$ cat src/rtl/fl_arb_if.sv
// Bundle of signals between the free-list arbiter, its requesting ports and
// the single-ported block free list.
interface fl_arb_if #(
  parameter int NUM_PORTS = 4,
  parameter int ADDR_W    = 5
);
  // Requesting-port side
  logic [NUM_PORTS-1:0]        alloc_req_i;
  logic [NUM_PORTS-1:0]        alloc_ack_o;
  logic [ADDR_W-1:0]           alloc_idx_o;
  logic [NUM_PORTS-1:0]        free_valid_i;
  logic [NUM_PORTS*ADDR_W-1:0] free_idx_i;
  logic [NUM_PORTS-1:0]        free_ready_o;
  // Free-list side
  logic                        fl_alloc_req_o;
  logic                        fl_alloc_gnt_i;
  logic [ADDR_W-1:0]           fl_alloc_idx_i;
  logic                        fl_free_req_o;
  logic [ADDR_W-1:0]           fl_free_idx_o;
  // Status
  logic [ADDR_W:0]             avail_cnt_o;
  logic                        low_o;
  logic                        err_o;

  // Arbiter view
  modport slave (
    input  alloc_req_i, free_valid_i, free_idx_i, fl_alloc_gnt_i, fl_alloc_idx_i,
    output alloc_ack_o, alloc_idx_o, free_ready_o, fl_alloc_req_o, fl_free_req_o,
           fl_free_idx_o, avail_cnt_o, low_o, err_o
  );

  // Environment view (ports plus free list)
  modport master (
    output alloc_req_i, free_valid_i, free_idx_i, fl_alloc_gnt_i, fl_alloc_idx_i,
    input  alloc_ack_o, alloc_idx_o, free_ready_o, fl_alloc_req_o, fl_free_req_o,
           fl_free_idx_o, avail_cnt_o, low_o, err_o
  );
endinterface

$ cat src/rtl/fl_arb.sv
// Round-robin arbiter sharing one block free list between NUM_PORTS allocators
// and NUM_PORTS freers. A shadow count of free blocks ensures an alloc is only
// issued when the free list is certain to grant it.
module fl_arb #(
  parameter int NUM_PORTS  = 4,
  parameter int ADDR_W     = 5,
  parameter int NUM_BLOCKS = 16,
  parameter int LOW_WM     = 8
) (
  input logic    clk,
  input logic    rst_n,
  fl_arb_if.slave bus
);

  localparam int PTR_W = (NUM_PORTS > 1) ? $clog2(NUM_PORTS) : 1;
  localparam int CNT_W = ADDR_W + 1;

  typedef logic [NUM_PORTS-1:0] mask_t;

  logic [CNT_W-1:0] avail_cnt_reg, avail_cnt_next;
  logic [PTR_W-1:0] free_ptr_reg, free_ptr_next;
  logic [PTR_W-1:0] alloc_ptr_reg, alloc_ptr_next;
  mask_t            pend_reg, pend_next;
  logic [PTR_W-1:0] pend_port_reg, pend_port_next;
  logic             pend_vld_reg, pend_vld_next;
  logic             err_reg, err_next;

  logic [ADDR_W-1:0] free_idx_arr [NUM_PORTS];

  logic             free_any, alloc_any;
  logic [PTR_W-1:0] free_win, alloc_win;
  mask_t            alloc_elig;
  logic             cnt_full, cnt_empty;
  logic             alloc_issue, free_issue, free_guard;
  logic             grant_ok;

  // First requester at or after ptr, wrapping around.
  function automatic logic [PTR_W-1:0] rr_pick(input mask_t req, input logic [PTR_W-1:0] ptr);
    logic [PTR_W-1:0] pick;
    logic [PTR_W-1:0] idx_w;
    logic             found;
    int               idx;
    pick  = '0;
    found = 1'b0;
    for (int i = 0; i < NUM_PORTS; i++) begin
      idx   = (int'(ptr) + i) % NUM_PORTS;
      idx_w = PTR_W'(idx);
      if (!found && req[idx_w]) begin
        pick  = idx_w;
        found = 1'b1;
      end
    end
    return pick;
  endfunction

  function automatic logic [PTR_W-1:0] rr_next(input logic [PTR_W-1:0] win);
    return (win == PTR_W'(NUM_PORTS - 1)) ? '0 : win + PTR_W'(1);
  endfunction

  function automatic mask_t onehot(input logic [PTR_W-1:0] p);
    mask_t m;
    m    = '0;
    m[p] = 1'b1;
    return m;
  endfunction

  generate
    for (genvar gi = 0; gi < NUM_PORTS; gi++) begin : g_unpack
      assign free_idx_arr[gi] = bus.free_idx_i[gi*ADDR_W +: ADDR_W];
    end
  endgenerate

  // Issue decisions for this cycle, both sides.
  always_comb begin
    free_any   = |bus.free_valid_i;
    free_win   = rr_pick(bus.free_valid_i, free_ptr_reg);
    alloc_elig = bus.alloc_req_i & ~pend_reg;
    alloc_any  = |alloc_elig;
    alloc_win  = rr_pick(alloc_elig, alloc_ptr_reg);
    cnt_full   = (avail_cnt_reg == CNT_W'(NUM_BLOCKS));
    cnt_empty  = (avail_cnt_reg == '0);
    // At an empty count a free is never guarded, so any valid free is issued
    // and the free list bypasses that index straight to the alloc.
    alloc_issue = alloc_any && (!cnt_empty || free_any);
    // Free while every block is already free: consume it but keep it away
    // from the free list, which would otherwise hold a duplicate.
    free_guard  = free_any && cnt_full && !alloc_issue;
    free_issue  = free_any && !free_guard;
    grant_ok    = pend_vld_reg && bus.fl_alloc_gnt_i;
  end

  assign bus.fl_alloc_req_o = alloc_issue;
  assign bus.fl_free_req_o  = free_issue;
  assign bus.fl_free_idx_o  = free_issue ? free_idx_arr[free_win] : '0;
  assign bus.free_ready_o   = free_any ? onehot(free_win) : '0;
  assign bus.alloc_ack_o    = grant_ok ? onehot(pend_port_reg) : '0;
  assign bus.alloc_idx_o    = grant_ok ? bus.fl_alloc_idx_i : '0;
  assign bus.avail_cnt_o    = avail_cnt_reg;
  assign bus.low_o          = (avail_cnt_reg < CNT_W'(LOW_WM));
  assign bus.err_o          = err_reg;

  // Next-state: pointers, pending mask, shadow count and sticky error.
  always_comb begin
    avail_cnt_next = avail_cnt_reg;
    free_ptr_next  = free_ptr_reg;
    alloc_ptr_next = alloc_ptr_reg;
    pend_next      = pend_reg;
    pend_port_next = pend_port_reg;
    pend_vld_next  = alloc_issue;
    err_next       = err_reg;

    if (free_any) begin
      free_ptr_next = rr_next(free_win);
    end
    // Outstanding alloc resolves this cycle, granted or not.
    if (pend_vld_reg) begin
      pend_next = pend_next & ~onehot(pend_port_reg);
    end
    if (alloc_issue) begin
      pend_next      = pend_next | onehot(alloc_win);
      pend_port_next = alloc_win;
      alloc_ptr_next = rr_next(alloc_win);
    end

    case ({alloc_issue, free_issue})
      2'b10:   avail_cnt_next = avail_cnt_reg - CNT_W'(1);
      2'b01:   avail_cnt_next = avail_cnt_reg + CNT_W'(1);
      default: avail_cnt_next = avail_cnt_reg;
    endcase

    if (free_guard || (pend_vld_reg && !bus.fl_alloc_gnt_i) ||
        (!pend_vld_reg && bus.fl_alloc_gnt_i)) begin
      err_next = 1'b1;
    end
  end

  // State registers.
  always_ff @(posedge clk or negedge rst_n) begin
    if (!rst_n) begin
      avail_cnt_reg <= CNT_W'(NUM_BLOCKS);
      free_ptr_reg  <= '0;
      alloc_ptr_reg <= '0;
      pend_reg      <= '0;
      pend_port_reg <= '0;
      pend_vld_reg  <= 1'b0;
      err_reg       <= 1'b0;
    end else begin
      avail_cnt_reg <= avail_cnt_next;
      free_ptr_reg  <= free_ptr_next;
      alloc_ptr_reg <= alloc_ptr_next;
      pend_reg      <= pend_next;
      pend_port_reg <= pend_port_next;
      pend_vld_reg  <= pend_vld_next;
      err_reg       <= err_next;
    end
  end

endmodule

$ cat src/flat_wrapper.sv
// flat-port wrapper written by rule: the top's interface ports become plain ports
module fl_arb_flat 
#(
  parameter int NUM_PORTS  = 4,
  parameter int ADDR_W     = 5,
  parameter int NUM_BLOCKS = 16,
  parameter int LOW_WM     = 8
)
  (clk, rst_n, bus_alloc_req_i, bus_free_valid_i, bus_free_idx_i, bus_fl_alloc_gnt_i, bus_fl_alloc_idx_i, bus_alloc_ack_o, bus_alloc_idx_o, bus_free_ready_o, bus_fl_alloc_req_o, bus_fl_free_req_o, bus_fl_free_idx_o, bus_avail_cnt_o, bus_low_o, bus_err_o);
  fl_arb_if #(.NUM_PORTS(NUM_PORTS), .ADDR_W(ADDR_W)) bus_i ();
  input logic clk;
  input logic rst_n;
  input wire logic [$bits(bus_i.alloc_req_i)-1:0] bus_alloc_req_i;
  input wire logic [$bits(bus_i.free_valid_i)-1:0] bus_free_valid_i;
  input wire logic [$bits(bus_i.free_idx_i)-1:0] bus_free_idx_i;
  input wire logic [$bits(bus_i.fl_alloc_gnt_i)-1:0] bus_fl_alloc_gnt_i;
  input wire logic [$bits(bus_i.fl_alloc_idx_i)-1:0] bus_fl_alloc_idx_i;
  output wire logic [$bits(bus_i.alloc_ack_o)-1:0] bus_alloc_ack_o;
  output wire logic [$bits(bus_i.alloc_idx_o)-1:0] bus_alloc_idx_o;
  output wire logic [$bits(bus_i.free_ready_o)-1:0] bus_free_ready_o;
  output wire logic [$bits(bus_i.fl_alloc_req_o)-1:0] bus_fl_alloc_req_o;
  output wire logic [$bits(bus_i.fl_free_req_o)-1:0] bus_fl_free_req_o;
  output wire logic [$bits(bus_i.fl_free_idx_o)-1:0] bus_fl_free_idx_o;
  output wire logic [$bits(bus_i.avail_cnt_o)-1:0] bus_avail_cnt_o;
  output wire logic [$bits(bus_i.low_o)-1:0] bus_low_o;
  output wire logic [$bits(bus_i.err_o)-1:0] bus_err_o;
  assign bus_i.alloc_req_i = bus_alloc_req_i;
  assign bus_i.free_valid_i = bus_free_valid_i;
  assign bus_i.free_idx_i = bus_free_idx_i;
  assign bus_i.fl_alloc_gnt_i = bus_fl_alloc_gnt_i;
  assign bus_i.fl_alloc_idx_i = bus_fl_alloc_idx_i;
  assign bus_alloc_ack_o = bus_i.alloc_ack_o;
  assign bus_alloc_idx_o = bus_i.alloc_idx_o;
  assign bus_free_ready_o = bus_i.free_ready_o;
  assign bus_fl_alloc_req_o = bus_i.fl_alloc_req_o;
  assign bus_fl_free_req_o = bus_i.fl_free_req_o;
  assign bus_fl_free_idx_o = bus_i.fl_free_idx_o;
  assign bus_avail_cnt_o = bus_i.avail_cnt_o;
  assign bus_low_o = bus_i.low_o;
  assign bus_err_o = bus_i.err_o;
  fl_arb #(.NUM_PORTS(NUM_PORTS), .ADDR_W(ADDR_W), .NUM_BLOCKS(NUM_BLOCKS), .LOW_WM(LOW_WM)) u_core (.clk(clk), .rst_n(rst_n), .bus(bus_i));
endmodule
$ cat config.mk
export PLATFORM = sky130hd
export DESIGN_NAME = fl_arb_flat
export DESIGN_NICKNAME = d
export VERILOG_FILES = /design/src/rtl/fl_arb_if.sv /design/src/rtl/fl_arb.sv /design/src/flat_wrapper.sv
export SDC_FILE = /design/constraint.sdc
export NUM_CORES = 1
export LEC_CHECK = 0
export ABC_CLOCK_PERIOD_IN_PS = 3150
export BUFFER_PORTS_ARGS = -buffer_cell sky130_fd_sc_hd__buf_4
export CORE_MARGIN = 3
export CORE_UTILIZATION = 25
export DETAILED_ROUTE_END_ITERATION = 6
export SLEW_MARGIN = 20
export SYNTH_ARGS = -nofsm -noshare
export SYNTH_HDL_FRONTEND = slang
export SYNTH_SLANG_ARGS = --single-unit
export TNS_END_PERCENT = 30
$ cat constraint.sdc
create_clock -name clk -period 3.15 [get_ports clk]
set_input_delay 0.63 -clock clk [delete_from_list [all_inputs] [get_ports clk]]
set_output_delay 0.63 -clock clk [all_outputs]
set_load 0.05 [all_outputs]
==> summary.md <==
| Metric | Value |
|---|---|
| CP max-delay cell | `or4_1` |
| Root Driver | `clkbuf_8` |
| Syn Std Cell Area | `1500 µm²` |
| Wire per inst | `12.77 µm` |
| Post-Place Cells | `298` |
| Switching part of the total power | `0.5159` |
| Max stage delay on crit path | `0.51 ns` |
| Max-slew headroom | `0.7393` |
| Setup crit end | `u_core.bus.avail_cnt_o[5]$_DFFE_PN0P_` |
| Post-CTS Repair Setup Buffers | `0` |
| Buf+Inv Stages, Crit Path | `2` |
| Initial core utilization | `0.2659` |
| Psw | `1.245 mW` |
| Clock latency on the worst-skew pair | `0.25 ns` |
| Max FFs per register | `6` |
| Critical path arrival | `2.94 ns` |
| Cts repair resizes | `0` |
| Final setup vio count | `0` |
| RR Startpoint | `u_core.pend_reg[1]$_DFF_PN0_` |
| CTS Hold Buffers Added | `0` |
| Critical path peak fanout | `6` |
| Chip height | `83.47 µm` |
| DRT iter0 DRCs | `44` |
| Initial antenna violation count | `0` |
| RSZ-0062 raised after global routing | `false` |
| Row cnt | `27` |
| Total CTS buffers | `3` |
| Crit path launch | `bus_alloc_req_i[1]` |
| Cell Count, Final, Fillers Out | `302` |
| I/O pin total | `64` |
| Fill cell count | `575` |
| Part of the power in registers | `0.214` |
| Worst setup EP type | `register` |
| Antenna diodes | `0` |
| Mapped Nets | `208` |
| Clock sink count | `18` |
| Tot Pwr | `2.412 mW` |
| CTS Buffer Depth | `2` |
| Worst-path cell chain | `buf_4 > and2b_1 > nor4_4 > a21oi_4 > ha_4 > inv_1 > ha_1 > or4_1 > o211ai_1 > nor3_1 > xnor2_1` |
| GRT overflow | `0` |
| Setup Crit Path Kind | `in2reg` |
| GR Util All Layers | `0.1114` |
| Ys Warns | `0` |
| Post-synth EDFFs | `0` |
| Final min period | `2.803 ns` |
| Full die area | `6966 µm²` |
| Port bufs | `63` |
| Worst Hold Class | `in2async` |
| PwrDens | `1098 nW/µm²` |
| Path depth of the worst reg2reg path | `10` |
| # DRC | `0` |
| Maximum vdd drop | `0.4628 mV` |
| Clock power frac | `0.078` |
| Hold Fails Final Rpt | `0` |
| Internal Power | `1.168 mW` |
| CP top delay family | `simple AND/OR/NAND/NOR gates` |
| Yosys cell types | `44` |
| Leading post-synthesis cells by cell area | `dfrtp_1 28%, ha_1 11%, mux2i_1 8.0%, nand2_1 4.3%, mux2_2 3.0%` |
| Startpoint types | `primary input` |
| Drt via density | `4.563` |
| Die X | `83.47 µm` |
| Lkg Pwr | `1.064 nW` |
| Layout cell share with drive strength beyond 1 | `0.4348` |
| DP Wirelength | `3176 µm` |
| Layout Nets | `281` |
| Count of pins over their slew limit | `0` |
| Largest net degree at the start of global routing | `19` |
| CTS H-tree depth | `1` |
| Setup TNS | `0 ns` |
| Final ANT Viol Nets | `0` |
| WP depth | `11` |
| Via count | `1378` |
| Final worst-path cycle share | `0.8899` |
| Largest area contributor in the netlist | `dfrtp_1` |
| Top-area cell type share of the netlist area | `0.2836` |
| Area delta synth->final | `46.46%` |
| Comb power frac | `0.709` |
| Clock skew | `0.006604 ns` |
| Max-cap viol count | `0` |
| Setup slack, reg-to-reg | `0.46 ns` |
| Post-synth top cells | `17 x dfrtp_1, 17 x nand2_1, 13 x ha_1, 12 x mux2i_1` |
| Syn avg cell area | `9.495 µm²` |
| Ys async rst share | `1.000` |
| TritonCTS clock tree | `built` |
| Sequential-to-total area share from yosys stat | `0.3011` |
| First-pass GRT wire length | `6713 µm` |
| Post-Synthesis Cells | `158` |
| Vias in the first global route | `1449` |
| Routability cong. | `0.7971` |
| Seq cells post-synth | `18` |
| Worst-Margin Slew | `0.3902 ns` |
| Reg clk slew, reported paths | `0.07 ns` |
| Core area | `5642 µm²` |
| Detailed Route WL | `3857 µm` |
| Critical Path RT | `3.29 ns` |
| Outcome | `finished, final reports clean` |
| Ys flop type | `dfrtp_1` |
| Pre-Repair DR Iteration Count | `4` |
| Fmax | `0.3567 GHz` |
| RR Endpoint | `u_core.bus.avail_cnt_o[5]$_DFFE_PN0P_` |
## cells in the final DEF (no fill, tap or decap), types with 2 or more instances in the layout
cell      count
a21o_1        2
a21oi_1       7
a22o_2        2
and2b_1       2
and2b_2       4
and3_1        6
buf_4        71
clkbuf_8      4
dfrtp_1      15
dfrtp_2       2
ha_1         12
inv_1         8
mux2_2        4
mux2i_1      12
nand2_1      17
nand3_1       2
nor2_1        6
nor2b_1       3
nor3_1        5
nor3b_1       2
nor4_1        2
nor4_4        2
o21a_1        2
o21ai_0       7
o22ai_1       5
xnor2_1       3
xor2_1        2
## metrics by stage
step	util	cell area (µm²)	setup WS, ns	hold WS (ns)
floorplan	-	1538	-0.04229	0.3344
global placement	0.3797	2142	0.1043	0.4724
detailed placement	0.3797	2142	0.07696	0.4779
CTS	0.3894	2197	0.3380	0.2433
global route	0.3894	2197	0.1358	0.2523
finish	0.3894	2197	0.3468	0.2391
## power groups by stage
stage	clock network [mW]	registers, mW	logic (mW)
CTS	0.197	0.517	1.74
detailed placement	0	0.520	1.73
global route	0.208	0.540	1.87
global placement	0	0.522	1.71
finish	0.188	0.515	1.71
floorplan	0	0.606	1.16
## worst min path at each step
stage	cells past startpoint	slack, ns	end	start
global route	1	0.25	u_core.pend_port_reg[1]$_DFFE_PN0N_	rst_n
finish	1	0.24	u_core.pend_port_reg[1]$_DFFE_PN0N_	rst_n
floorplan	0	0.33	u_core.alloc_ptr_reg[0]$_DFFE_PN0N_	rst_n
CTS	1	0.24	u_core.pend_port_reg[1]$_DFFE_PN0N_	rst_n
global placement	1	0.47	u_core.bus.err_o$_DFFE_PN0P_	u_core.bus.err_o$_DFFE_PN0P_
detailed placement	1	0.48	u_core.bus.err_o$_DFFE_PN0P_	u_core.bus.err_o$_DFFE_PN0P_
## metal layers
layer	track usage	share of wire	up-vias
met5	0	0	-
met4	0.01170	0.0010	0
met3	0.03060	0.029	2
met2	0.1946	0.52	17
met1	0.1417	0.45	643
li1	-	-	716
## logic make-up after synthesis
logic type      after synthesis  synth area share
compound gates               34            0.1660
xor+xnor                      5           0.02920
fa+ha+maj                    14            0.1218
buf+inv                      12           0.03503
flops                        18            0.3011
mux                          16            0.1101
simple gates                 59            0.2369
## cell type report
cell class              instances  area, µm²  area share
flip-flops and latches         18      454.2      0.2067
well taps                      72      90.09     0.04100
repair buffers                 71      533.0      0.2426
inverters                       9      33.78     0.01538
multi-input cells             128       1031      0.4692
clock buffers                   4      55.05     0.02506
No activity file was read; power rests on OpenSTA's default activity.
